<file path="src/rtl/bcd_arbiter.sv">
`default_nettype none
// ============================================================================
//  Module      : bcd_arbiter
//  Description : Round-robin scheduler sharing one binary-to-BCD converter
//                between NREQ requesters. Each granted value is range-checked,
//                converted under a timeout guard, and returned on a shared
//                result bus with a one-cycle per-requester done pulse.
//  Revision    : 1.0 - initial release
// ============================================================================
module bcd_arbiter #(
    parameter int N       = 16,
    parameter int NREQ    = 4,
    parameter int TIMEOUT = 64
) (
    input  logic                clk,
    input  logic                rst,
    input  logic [NREQ-1:0]     req,
    input  logic [NREQ*N-1:0]   req_data,
    output logic [NREQ-1:0]     done,
    output logic                res_sign,
    output logic [3:0]          res_hundreds,
    output logic [3:0]          res_tens,
    output logic [3:0]          res_ones,
    output logic                res_err,
    output logic                busy,
    output logic                cnv_rst,
    output logic [N-1:0]        cnv_binary,
    input  logic                cnv_sign,
    input  logic [3:0]          cnv_hundreds,
    input  logic [3:0]          cnv_tens,
    input  logic [3:0]          cnv_ones,
    input  logic                cnv_data_ready
);

    localparam int c_IW = $clog2(NREQ);
    localparam int c_CW = $clog2(TIMEOUT + 1);

    localparam logic [1:0] c_IDLE   = 2'd0;
    localparam logic [1:0] c_LAUNCH = 2'd1;
    localparam logic [1:0] c_WAIT   = 2'd2;
    localparam logic [1:0] c_DONE   = 2'd3;

    localparam logic signed [N-1:0] c_MAX = N'(999);
    localparam logic signed [N-1:0] c_MIN = N'(-999);

    logic [1:0]             r_state;
    logic [c_IW-1:0]        r_last;
    logic [c_IW-1:0]        r_win;
    logic [c_CW-1:0]        r_cnt;
    logic                   r_cnv_rst;
    logic [N-1:0]           r_cnv_binary;
    logic                   r_res_sign;
    logic [3:0]             r_res_hundreds;
    logic [3:0]             r_res_tens;
    logic [3:0]             r_res_ones;
    logic                   r_res_err;

    logic                   w_found;
    logic [c_IW-1:0]        w_win;
    logic [c_IW-1:0]        w_cand;
    logic [N-1:0]           w_data;
    logic signed [N-1:0]    w_sdata;
    logic                   w_in_range;

    // Round-robin search starting just after the last-served requester.
    always_comb begin
        w_found = 1'b0;
        w_win   = r_last;
        w_cand  = '0;
        for (int k = 1; k <= NREQ; k++) begin
            w_cand = c_IW'((int'(r_last) + k) % NREQ);
            if (!w_found && req[w_cand]) begin
                w_found = 1'b1;
                w_win   = w_cand;
            end
        end
    end

    assign w_data     = req_data[w_win*N +: N];
    assign w_sdata    = w_data;
    assign w_in_range = (w_sdata >= c_MIN) && (w_sdata <= c_MAX);

    // Transaction sequencer: grant, launch, wait for result or timeout, report.
    always_ff @(posedge clk) begin
        if (rst) begin
            r_state        <= c_IDLE;
            r_last         <= c_IW'(NREQ - 1);
            r_win          <= '0;
            r_cnt          <= '0;
            r_cnv_rst      <= 1'b1;
            r_cnv_binary   <= '0;
            r_res_sign     <= 1'b0;
            r_res_hundreds <= 4'd0;
            r_res_tens     <= 4'd0;
            r_res_ones     <= 4'd0;
            r_res_err      <= 1'b0;
        end else begin
            r_cnv_rst <= 1'b0;
            case (r_state)
                c_IDLE: begin
                    if (w_found) begin
                        r_win  <= w_win;
                        r_last <= w_win;
                        if (w_in_range) begin
                            // Restarting the converter discards any stale ready.
                            r_state      <= c_LAUNCH;
                            r_cnv_binary <= w_data;
                            r_cnv_rst    <= 1'b1;
                        end else begin
                            r_state        <= c_DONE;
                            r_res_sign     <= 1'b0;
                            r_res_hundreds <= 4'd0;
                            r_res_tens     <= 4'd0;
                            r_res_ones     <= 4'd0;
                            r_res_err      <= 1'b1;
                        end
                    end
                end
                c_LAUNCH: begin
                    r_state <= c_WAIT;
                    r_cnt   <= '0;
                end
                c_WAIT: begin
                    if (cnv_data_ready) begin
                        r_state        <= c_DONE;
                        r_res_sign     <= cnv_sign;
                        r_res_hundreds <= cnv_hundreds;
                        r_res_tens     <= cnv_tens;
                        r_res_ones     <= cnv_ones;
                        r_res_err      <= 1'b0;
                    end else if (r_cnt == c_CW'(TIMEOUT - 1)) begin
                        r_state        <= c_DONE;
                        r_res_sign     <= 1'b0;
                        r_res_hundreds <= 4'd0;
                        r_res_tens     <= 4'd0;
                        r_res_ones     <= 4'd0;
                        r_res_err      <= 1'b1;
                    end else begin
                        r_cnt <= r_cnt + 1'b1;
                    end
                end
                c_DONE: begin
                    r_state <= c_IDLE;
                end
                default: begin
                    r_state <= c_IDLE;
                end
            endcase
        end
    end

    // One-hot done pulse to the requester being reported.
    always_comb begin
        done = '0;
        if (r_state == c_DONE) begin
            done[r_win] = 1'b1;
        end
    end

    assign busy         = (r_state != c_IDLE);
    assign cnv_rst      = r_cnv_rst;
    assign cnv_binary   = r_cnv_binary;
    assign res_sign     = r_res_sign;
    assign res_hundreds = r_res_hundreds;
    assign res_tens     = r_res_tens;
    assign res_ones     = r_res_ones;
    assign res_err      = r_res_err;

endmodule
`default_nettype wire

</file>
<file path="config.mk">
export PLATFORM = sky130hd
export DESIGN_NAME = bcd_arbiter
export DESIGN_NICKNAME = d
export VERILOG_FILES = /design/src/rtl/bcd_arbiter.sv
export SDC_FILE = /design/constraint.sdc
export NUM_CORES = 1
export LEC_CHECK = 0
export ABC_AREA = 1
export BUFFER_PORTS_ARGS = -buffer_cell sky130_fd_sc_hd__buf_2
export CORE_MARGIN = 3
export CORE_UTILIZATION = 45
export CTS_CLUSTER_SIZE = 25
export DETAILED_ROUTE_END_ITERATION = 7
export GPL_TIMING_DRIVEN = 0
export PLACE_DENSITY = 0.8
export RECOVER_POWER = 25
export SLEW_MARGIN = 0
export SYNTH_ARGS = -nofsm -noshare
export SYNTH_HDL_FRONTEND = slang
export SYNTH_SLANG_ARGS = --single-unit
</file>
<file path="constraint.sdc">
create_clock -name clk -period 5.64 [get_ports clk]
set_input_delay 1.128 -clock clk [delete_from_list [all_inputs] [get_ports clk]]
set_output_delay 1.128 -clock clk [all_outputs]
set_load 0.005 [all_outputs]
</file>
==> impl_metrics.ini <==
[yosys]
avgSynthCellArea_um2 = 5.88
synth_common_cells = nand2_1, inv_1, nor2_1
async_reset_ff_share_pct = 0
synth_fp_nets = 585
netlist_top_cells_area = dfxtp_1, nand2_1, nand3_1, inv_1, nor2_1
synth_area_um2 = 2910
synth-seq-cells = 44
synth_edf_count = 0
syn_inst = 495
synthFlopType = dfxtp_1
post-synth-top-count-cell = nand2_1
yosysTopAreaCellShare_pct = 30.3
yosys_warnings = 0
yosysSeqAreaShare_pct = 30.3
synth_cell_types = 28
synth.largest_area_cell = dfxtp_1

[clock_tree]
cts_tree = done
cts_root_buf = clkbuf_8
cts_max_level = 2
cts.hold.buffers_added = 0
cts_resized = 0
clock_latency_ns = 0.29
cts.path.max_buffers = 2
path_clk_slew_ns = 0.08
clock_sinks = 44
cts-buffers-inserted = 5
postCtsSetupBuffers = 0

[pwr]
powerDensity_nw_per_um2 = 589
p_leak_nw = 2.01
vdd_drop_max_v = 0.000387

[route]
drc = 0
drt_iter0_markers = 140
ant_nets = 0
wirelength_um = 7950
drt_pass1_iterations = 4
wire_per_inst_um = 11.4
vias = 3423
viasPerCell = 4.93

[cells_and_area]
fin_nets = 709
final.fill_count = 626
diodes = 0
fin_util_pct = 60.1
area_growth_pct = 26.0
layout-drive-gt1-share_pct = 23.9

[min_path]
hold_path_class = reg -> reg
holdPathEnd = res_ones[1]
hold_start = res_ones[1]
holdPathStages = 2

[setup_path]
slowest_delay_ns = 0.33
start_kind = input pin
critPathKind = in -> reg
cp_data_arrival_time_ns = 3.38
cp_cell_sequence = buf_2, nand2_1, nand2_2, nand2_1, nand2_1, inv_2, nand2_2, nand2_1, nand2_2, buf_4, nand2_1, nand2_1, nand2_1, nand2_1, nor2_1, nand2_1, nor2_1, nand2_1, nand2_2, nand2_2, o21ai_0, nor2_1
rr_endpoint = cnv_binary[11]
ff2ff_setup_slack_ns = 2.92
slowest_stage = o21ai_0
required_ns = 5.82
r2r-start = r_last[0]
crit_fanout = 10
worst_setup_path_end_kind = flip-flop
reg2regPathDepth = 23
crit_path_frequent_cell = nand2_1

[global_route]
grt_max_degree = 14
track_usage_pct = 21.2
antenna_found_initial = 0
grt_overflow = 0
grt_pass1_wl_um = 13200
grt_pass1_vias = 3087

[sta]
rsz0062_at_grt = false
drv_slew = 0
finalSetupTns_ns = 0
max_freq_mhz = 313
slew_headroom_pct = 59.6
post-route-min-period_ns = 3.20
fin_skew_ns = 0.00609
worst_pin_slew_ns = 0.606
fin_crit_sh_pct = 56.7
setup_violations = 0
hold_viol = 0

[placed_design]
dp_hpwl_um = 6450
gp_congestion = 0.821
io_buffers = 117

[die]
io_pins = 120
die_h_um = 86.4
rows = 28
core_area_um2 = 6100
start_util_pct = 47.7
die_w_um = 86.4
dieArea_um2 = 7470

[job]
cap_violations = 0

[outcome]
status = complete, no violations
## worst max path at each step
stage	from	to	slack, ns	cells past startpoint
after floorplan	req[0]	cnv_binary[8]	2.67	22
after global placement	req[0]	cnv_binary[11]	2.21	22
after detailed placement	req[0]	cnv_binary[11]	2.13	22
after CTS	req[0]	cnv_binary[11]	2.44	22
after global routing	req[0]	cnv_binary[11]	2.17	22
final	req[0]	cnv_binary[11]	2.44	22
## where the power goes
group / internal, mW / switching [mW]
registers: 0.385 / 0.0448
logic: 0.544 / 0.983
clock network: 0.0978 / 0.106
total: 1.03 / 1.13
## stage by stage
step           instance area (um^2)  cells  hold WS [ns]  total power, mW  setup slack (ns)
2_1_floorplan                  2910    495         0.439             1.60              2.67
3_3_place_gp                   3590    687         0.444             1.91              2.21
3_5_place_dp                   3590    687         0.454             1.96              2.13
4_1_cts                        3680    695         0.465             2.16              2.44
5_1_grt                        3670    695         0.491             2.39              2.17
6_report                       3670    695         0.468             2.16              2.44
## sequential cells by signal, summed over array words and instances, names as in the netlist
name / count
r_win: 2
cnv_binary: 16
r_last: 2
res_ones: 4
res_tens: 4
res_sign: 1
r_state: 2
res_err: 1
r_cnt: 7
cnv_rst: 1
res_hundreds: 4
## logic make-up after synthesis
family,Yosys count,synth area share (%)
AND/OR/NAND/NOR,326,46.4
buffers and inverters,74,11.9
AO/OA/AOI/OAI,44,8.60
flip-flops,44,30.3
adder cells (fa/ha/maj),6,2.58
XOR/XNOR,1,0.301
## layer usage
metal  up-vias  track usage, %  routed length [um]
li1       1778               -                   -
met1      1547            26.8                3340
met2        91            37.5                4060
met3         7            4.18                 469
met4         0            4.39                  76
met5         -               0                   0
## placed cells by master (no fill, tap or decap)
| cell | count |
|---|---|
| nand2_2 | 13 |
| inv_2 | 4 |
| dfxtp_1 | 44 |
| a31oi_1 | 1 |
| a21oi_1 | 26 |
| buf_4 | 6 |
| a211oi_1 | 2 |
| nand3_1 | 43 |
| nor2_1 | 49 |
| a21oi_4 | 1 |
| and2_1 | 1 |
| clkbuf_8 | 6 |
| nor3_1 | 7 |
| xor2_1 | 1 |
| clkbuf_1 | 19 |
| nand2_4 | 2 |
| ha_1 | 6 |
| o211ai_1 | 2 |
| o21ai_0 | 10 |
| inv_6 | 1 |
| nand4_1 | 3 |
| inv_1 | 49 |
| clkinv_2 | 2 |
| o2111ai_1 | 1 |
| buf_2 | 106 |
| nand3_2 | 1 |
| o21ai_2 | 1 |
| nand2_1 | 207 |
| buf_6 | 5 |
| clkinv_1 | 1 |
## worst max-delay path: cells and delay by family
| kind | cells | cell delay [ns] |
|---|---|---|
| AO/OA/AOI/OAI | 1 | 0.33 |
| buffers and inverters | 3 | 0.41 |
| AND/OR/NAND/NOR | 18 | 1.51 |
## final cells by class
cell class                      count  area (um^2)  area share, %
Timing Repair Buffer              117          569           15.5
Buffer                             19          134           3.65
Clock buffer                        6         82.6           2.25
Sequential cell                    44          881           24.0
Multi-Input combinational cell    377         1680           45.9
Inverter                           55          211           5.77
Tap cell                           75         93.8           2.56
Clock inverter                      2         10.0          0.273
Power figures use the tool's default switching activity.
